### src/rtl/qr_pkg.sv
// qr_pkg: shared constants and state encoding for the QR CORDIC arbiter
// DATA_LENGTH/NUM_COL describe the core word; CH_W is the channel id width.
package qr_pkg;
    localparam int DATA_LENGTH = 13;
    localparam int NUM_COL = 8;
    localparam int CH_W = 1;
    typedef enum logic [1:0] {IDLE, READ, WAIT, WB} state_t;
endpackage

### src/rtl/rr_arb2.sv
// rr_arb2: two-request round-robin arbiter, pointer moves on advance
// req: channel requests, advance: matrix finished, last_gnt: channel that finished,
// gnt: winning channel, any: at least one request present.
module rr_arb2 import qr_pkg::*; (
    input  logic            clk,
    input  logic            rst,
    input  logic [1:0]      req,
    input  logic            advance,
    input  logic [CH_W-1:0] last_gnt,
    output logic [CH_W-1:0] gnt,
    output logic            any
);
    logic ptr;
    assign any = |req;
    // Contention goes to the pointer channel, otherwise whoever is asking.
    assign gnt = &req ? ptr : req[1];
    always_ff @(posedge clk or posedge rst)
        if (rst) ptr <= 1'b0;
        else if (advance) ptr <= ~last_gnt;
endmodule

### src/rtl/qr_cordic_arbiter.sv
// qr_cordic_arbiter: shares one QR_CORDIC core between two matrix streams
// s0_*/s1_*: input channels (data, last, empty_n, read); osif_*: tagged output stream;
// qr_*: core input/result handshake; busy/err_frame/err_timeout: status pulses.
module qr_cordic_arbiter import qr_pkg::*; #(
    parameter int TBITS       = 64,
    parameter int TBYTE       = 8,
    parameter int DATA_LENGTH = qr_pkg::DATA_LENGTH,
    parameter int NUM_COL     = qr_pkg::NUM_COL,
    parameter int TIMEOUT     = 255
) (
    input  logic                     clk,
    input  logic                     rst,
    input  logic [TBITS-1:0]         s0_data_dout,
    input  logic                     s0_last_dout,
    input  logic                     s0_empty_n,
    output logic                     s0_read,
    input  logic [TBITS-1:0]         s1_data_dout,
    input  logic                     s1_last_dout,
    input  logic                     s1_empty_n,
    output logic                     s1_read,
    output logic [TBITS-1:0]         osif_data_din,
    output logic [TBYTE-1:0]         osif_strb_din,
    output logic                     osif_last_din,
    output logic                     osif_user_din,
    input  logic                     osif_full_n,
    output logic                     osif_write,
    output logic                     qr_valid,
    output logic [4*DATA_LENGTH-1:0] qr_in,
    input  logic                     qr_out_valid,
    input  logic [4*DATA_LENGTH-1:0] qr_out,
    output logic                     busy,
    output logic                     err_frame,
    output logic                     err_timeout
);
    localparam int W  = 4*DATA_LENGTH;
    localparam int CW = $clog2(NUM_COL);
    localparam int TW = $clog2(TIMEOUT+1);
    state_t          state, state_n;
    logic            gnt_id, arb_gnt, arb_any, advance;
    logic [CW-1:0]   cnt;
    logic [TW-1:0]   tcnt;
    logic [W-1:0]    result, rd_data;
    logic            ferr_seen, rd_en, rd_last, beat_last, timeout_hit;
    logic            unused_hi;
    assign unused_hi = ^{s0_data_dout[TBITS-1:W], s1_data_dout[TBITS-1:W]};
    rr_arb2 u_arb (
        .clk      (clk),
        .rst      (rst),
        .req      ({s1_empty_n, s0_empty_n}),
        .advance  (advance),
        .last_gnt (gnt_id),
        .gnt      (arb_gnt),
        .any      (arb_any)
    );
    assign rd_data   = gnt_id ? s1_data_dout[W-1:0] : s0_data_dout[W-1:0];
    assign rd_last   = gnt_id ? s1_last_dout : s0_last_dout;
    assign rd_en     = state == READ && (gnt_id ? s1_empty_n : s0_empty_n);
    assign s0_read   = rd_en & ~gnt_id;
    assign s1_read   = rd_en & gnt_id;
    assign qr_valid  = rd_en;
    assign qr_in     = rd_en ? rd_data : '0;
    assign beat_last = cnt == CW'(NUM_COL-1);
    // Only the first offending beat of a matrix reports; the matrix is still consumed whole.
    assign err_frame = rd_en & (rd_last != beat_last) & ~ferr_seen;
    // Last WAIT cycle without a result; the registered pulse lands as WAIT is left.
    assign timeout_hit = state == WAIT && !qr_out_valid && tcnt == TW'(TIMEOUT-1);
    assign osif_write    = state == WB && osif_full_n;
    assign advance       = osif_write | timeout_hit;
    assign osif_data_din = {{(TBITS-W){1'b0}}, result};
    assign osif_strb_din = '1;
    assign osif_last_din = osif_write;
    assign osif_user_din = state == WB && gnt_id;
    assign busy          = state != IDLE;
    always_comb begin
        state_n = state;
        case (state)
            IDLE:    state_n = arb_any ? READ : IDLE;
            READ:    state_n = rd_en && beat_last ? WAIT : READ;
            WAIT:    state_n = qr_out_valid ? WB : timeout_hit ? IDLE : WAIT;
            WB:      state_n = osif_full_n ? IDLE : WB;
            default: state_n = IDLE;
        endcase
    end
    always_ff @(posedge clk or posedge rst) begin
        if (rst) begin
            state       <= IDLE;
            gnt_id      <= 1'b0;
            cnt         <= '0;
            tcnt        <= '0;
            result      <= '0;
            ferr_seen   <= 1'b0;
            err_timeout <= 1'b0;
        end else begin
            state       <= state_n;
            err_timeout <= timeout_hit;
            if (state == IDLE) begin
                cnt       <= '0;
                tcnt      <= '0;
                ferr_seen <= 1'b0;
                if (arb_any) gnt_id <= arb_gnt;
            end
            if (rd_en) cnt <= cnt + 1'b1;
            if (err_frame) ferr_seen <= 1'b1;
            if (state == WAIT) begin
                tcnt <= tcnt + 1'b1;
                if (qr_out_valid) result <= qr_out;
            end
        end
    end
endmodule

### config.mk
export PLATFORM = sky130hd
export DESIGN_NAME = qr_cordic_arbiter
export DESIGN_NICKNAME = d
export VERILOG_FILES = /design/src/rtl/qr_pkg.sv /design/src/rtl/rr_arb2.sv /design/src/rtl/qr_cordic_arbiter.sv
export SDC_FILE = /design/constraint.sdc
export NUM_CORES = 1
export LEC_CHECK = 0
export BUFFER_PORTS_ARGS = -buffer_cell sky130_fd_sc_hd__buf_4
export CORE_AREA = 2 2 125 127
export DETAILED_ROUTE_END_ITERATION = 16
export DIE_AREA = 0 0 127 129
export PLACE_DENSITY = 0.61
export SYNTH_ARGS = -nofsm -noshare
export SYNTH_HDL_FRONTEND = slang
export SYNTH_SLANG_ARGS = --single-unit
### constraint.sdc
create_clock -name clk -period 2.6 [get_ports clk]
set_clock_uncertainty 0.1 [all_clocks]
set_input_delay 0.39 -clock clk [delete_from_list [all_inputs] [get_ports clk]]
set_output_delay 0.39 -clock clk [all_outputs]
set_load 0.05 [all_outputs]
# After elaboration in Yosys (flattened, before gate mapping)
# Cells that the tools add are included.
# word_totals
register_bits	69
input_bits	188
output_inout_bits	133
elab_cells	56
# op_classes
addsub	2
eq_ne	6
n_mux	17
bitwise_logic	7
reduce_logical	16
# ops
op	n
2-to-1 mux 52 bit	2
2-to-1 mux 8 bit	2
adder 8 x 1 -> 8 bit, second input constant	1
equality test 8 bit, second input constant	1
2-to-1 mux 2 bit	4
one-hot mux 2 bit (4 select lines)	1
nonzero test 2 bit	4
logical AND 1 bit	6
2-to-1 mux 1 bit	6
2-to-1 mux 3 bit	2
AND reduction 2 bit	3
AND 1 bit	4
equality test 2 bit, second input constant	2
adder 3 x 1 -> 3 bit, second input constant	1
equality test 3 bit, second input constant	1
equality test 2 x 1 -> 1 bit, second input constant	1
zero test 2 bit	1
inverter 1 bit	2
OR reduction 2 bit	1
zero test 1 bit	1
!= test 1 bit	1
OR 1 bit	1

# Longest topological paths before layout
# logic_depth
ltp_word	6
mapped_depth	5
ltp_nobuf	5

# By module
# A second synthesis with hierarchy kept.
# hier_totals
cells_unflattened	296
hier_area_um2	3606.0
# by_module_without_submodules
mod	n_inst	cells_per_inst	area_per_inst_um2	seq_area_each_um2
qr_cordic_arbiter	1	289	3550.9	1701.6
rr_arb2	1	7	55.1	25.0

# Worst setup path before layout
# No wires, ideal clock.
# synth_timing
kind	register -> output
startpoint	reg cnt[0]
endpoint	out err_frame
arrival_ps	2000
required_ps	2110
slack_ps	110
stages_incl_launch_ff	5
n_path_buf	0
cell_sequence	dfrtp_1 > ha_1 > ha_1 > xor2_1 > nor3_1
# synth_between
elab_chain_len	4
# synth_rtl
item	line	text
start: declaration	qr_cordic_arbiter.sv:40	logic [CW-1:0] cnt;
start signal: assignment	qr_cordic_arbiter.sv:102	if (rd_en) cnt <= cnt + 1'b1;
equality test 3 bit	qr_cordic_arbiter.sv:62	assign beat_last = cnt == CW'(NUM_COL-1);
!= test 1 bit	qr_cordic_arbiter.sv:64	assign err_frame = rd_en & (rd_last != beat_last) & ~ferr_seen;
AND 1 bit (2 in a row)	qr_cordic_arbiter.sv:64	
end: declaration	qr_cordic_arbiter.sv:32	output logic err_frame,
# No other way between the ends.

# Worst setup path in the final report
# layout_timing
startpoint	reg state[1]
endpoint	out qr_in[28]
# layout_between
elab_chain_len	3
# layout_rtl
item	line	text
start: declaration	qr_cordic_arbiter.sv:38	state_t state, state_n;
start signal: assignment	qr_cordic_arbiter.sv:94	state <= state_n;
equality test 2 x 1 -> 1 bit	qr_cordic_arbiter.sv:57	assign rd_en = state == READ && (gnt_id ? s1_empty_n : s0_empty_n);
logical AND 1 bit	qr_cordic_arbiter.sv:57	
2-to-1 mux 52 bit	qr_cordic_arbiter.sv:61	assign qr_in = rd_en ? rd_data : '0;
end: declaration	qr_cordic_arbiter.sv:28	output logic [4*DATA_LENGTH-1:0] qr_in,
# No other way between the ends.

==> impl_metrics.py <==
metrics = {
    "outcome": {
        "outcome": "complete, no violations",
    },
    "timing": {
        "timing.final.crit_period_ps": 2440,
        "fin_crit_sh_pct": 93.9,
        "rsz0062_at_grt": "no",
        "final_max_slew_viol_count": 0,
        "fmax_mhz": 410,
        "hold_viol": 0,
        "setup_violations": 0,
        "tightest_slew_ps": 524,
        "slew_headroom_pct": 65.0,
        "fin_tns_setup_ps": 0,
    },
    "global_routing": {
        "grt_usage_pct": 14.2,
        "grt_max_degree": 54,
        "antenna_found_initial": 0,
        "grt_pass1_wl_mm": 18.0,
        "grt-ovfl-total": 0,
        "grt_pass1_vias": 3368,
    },
    "cts": {
        "cts_tree": "yes",
        "numClockSinks": 69,
        "postCtsHoldBufs": 0,
        "cts_resized": 0,
        "numCtsBuffers": 9,
        "cts.clk_slew.worst_paths_ps": 50,
        "insertion_delay_ps": 320,
        "root_buffer": "clkbuf_16",
        "post-cts-setup-buffers": 0,
        "htree_levels": 3,
        "ctsLongestPathBuffers": 2,
    },
    "synth": {
        "ys_ff_latch": 69,
        "synth_top_area_share_pct": 49.1,
        "synth.cells.most_frequent": "69 x dfrtp_1, 54 x a22o_1, 52 x mux2_1, 21 x buf_4, 16 x buf_2",
        "syn_inst": 290,
        "synth_most_common_cell": "dfrtp_1",
        "ys_warn_count": 0,
        "yosys.area.top_type": "dfrtp_1",
        "async_reset_ff_share_pct": 100,
        "synth_enable_flop_cells": 0,
        "postSynthAreaPerCell_um2": 12.1,
        "netlist_top_cells_area": "dfrtp_1 49%, mux2_1 17%, a22o_1 13%",
        "ys_seq_area_share_pct": 49.1,
        "syn_area_um2": 3520,
        "synth_cell_types": 37,
        "synthFlopType": "dfrtp_1",
    },
    "drt": {
        "wl_mm": 12.4,
        "drt_iter0_markers": 94,
        "via_per_inst": 4.49,
        "antenna_left": 0,
        "dr.pass1.iters": 4,
        "num_vias": 3398,
        "drc": 0,
        "wl_per_cell_um": 16.4,
    },
    "power": {
        "p_leak_nw": 3.33,
        "powerDensity_nw_per_um2": 1170,
        "irDropWorstVdd_mv": 0.509,
    },
    "critical_path": {
        "timing.rr.start": "state[1]",
        "slowest_delay_ps": 490,
        "cp-start-kind": "flop",
        "cp.required_ps": 2110,
        "cp-end-kind": "output pin",
        "critPathSlowestCell": "dfrtp_1",
        "crit_start": "state[1]",
        "path_class": "flop to output pin",
        "worstPathArrival_ps": 1950,
        "cp_max_fo": 53,
        "worstPathCellList": "nand2b_1 > nor2_4 > buf_12 > a22o_1 > buf_4",
    },
    "min_path": {
        "hp-class": "input pin to asynchronous set/reset pin",
    },
    "floorplanning": {
        "num_rows": 45,
        "dieWidth_um": 127,
        "num_io_pins": 321,
        "design.die.area_um2": 16400,
        "start_util_pct": 23.5,
        "die_height_um": 129,
        "core_area_um2": 15000,
    },
    "layout": {
        "multi_input_area_um2": 1610,
        "final_nets": 756,
        "syn2layout_area_growth_pct": 72.8,
        "fillers": 1452,
        "final_core_util_pct": 40.6,
        "num_antenna_cells": 0,
        "final_layout_size_suffix_gt1_share_pct": 54.5,
        "regArea_um2": 1730,
    },
    "place": {
        "io_buffers": 276,
        "gpl.final_weighted_congestion": 0.711,
        "dpl.hpwl_mm": 10.4,
    },
    "run": {
        "maxCapViolations": 0,
    },
}
==> flip-flops by register name (all words and copies together), names as in the netlist <==
signal,flops
tcnt,8
result,52
cnt,3
gnt_id,1
ferr_seen,1
state,2
err_timeout,1
u_arb.ptr,1
==> report_power, final <==
part,total (mW),leakage (nW),internal (mW),switching (mW)
sequential,1.49,0.935,1.33,0.165
clock,1.28,0.153,0.839,0.439
combinational,4.36,2.24,1.42,2.94
total,7.13,3.33,3.59,3.55
==> cells by family (layout without fill, tap and decap cells) <==
family / after synthesis / in the layout / share of synthesized area (%)
other: 2 / 20 / 0.213
flip-flops: 69 / 69 / 49.1
AO/OA/AOI/OAI: 74 / 74 / 16.8
XOR/XNOR: 1 / 1 / 0.249
buffers and inverters: 43 / 304 / 7.39
multiplexers: 58 / 58 / 18.5
adder cells (fa/ha/maj): 4 / 4 / 1.42
AND/OR/NAND/NOR: 39 / 39 / 6.36
==> through the flow <==
stage | hold WS, ps | setup slack (ps) | total power [mW] | std cells | cell area (um2)
finish | 6.35 | 160 | 7.13 | 757 | 6080
detailed placement | 380 | 501 | 5.90 | 741 | 5770
floorplan | 352 | 110 | 4.57 | 308 | 3590
global placement | 365 | 536 | 5.84 | 741 | 5770
global route | 50.2 | 48.4 | 7.46 | 757 | 6080
CTS | 20.1 | 141 | 7.20 | 757 | 6080
==> layout by cell type, fill, tap and decap left out, types with 2 or more instances in the layout <==
cell / count
nand2b_1: 6
inv_1: 2
mux2_2: 4
or3_1: 3
dfrtp_1: 69
clkbuf_16: 9
nand2_1: 8
conb_1: 20
nor2_1: 2
nor2_4: 2
nand3_1: 3
o21ai_0: 6
bufinv_16: 2
mux2i_1: 2
and2_1: 2
buf_4: 279
ha_1: 4
clkinv_2: 2
o31ai_1: 2
inv_2: 3
a22o_1: 54
and3_1: 2
and4_1: 2
buf_12: 4
a21oi_1: 7
mux2_1: 52
==> final cells by class <==
cell class                 count  area share [%]
clock inverter                 6            1.42
inverter                       5           0.309
timing repair buffer         283            35.7
sequential                    69            28.4
tap                          188            3.87
clock buffer                  10            3.76
multi-input combinational    196            26.5
==> critical path, delay by kind of cell (launching register included) <==
kind / cells / cell delay (ps)
AO/OA/AOI/OAI: 1 / 190
buffers and inverters: 2 / 430
flip-flops: 1 / 490
AND/OR/NAND/NOR: 2 / 480
==> metal layers <==
layer / GRT usage, % / part of all wire (%) / up-vias
met2: 27.5 / 56 / 166
met4: 4.33 / 1.4 / 0
li1: - / - / 1583
met3: 4.70 / 8.3 / 14
met1: 14.4 / 35 / 1635
met5: 0 / 0 / -
==> path summary, 6_finish.rpt <==
path	slack [ps]	to	cells past startpoint
max	160	qr_in[28]	5
min	6	result[31]	2
max reg2reg	600	result[51]	4
min reg2reg	390	cnt[0]	1
max in group asynchronous	1670	err_timeout	3
min in group clk	150	gnt_id	2
Power figures use the tool's default switching activity.
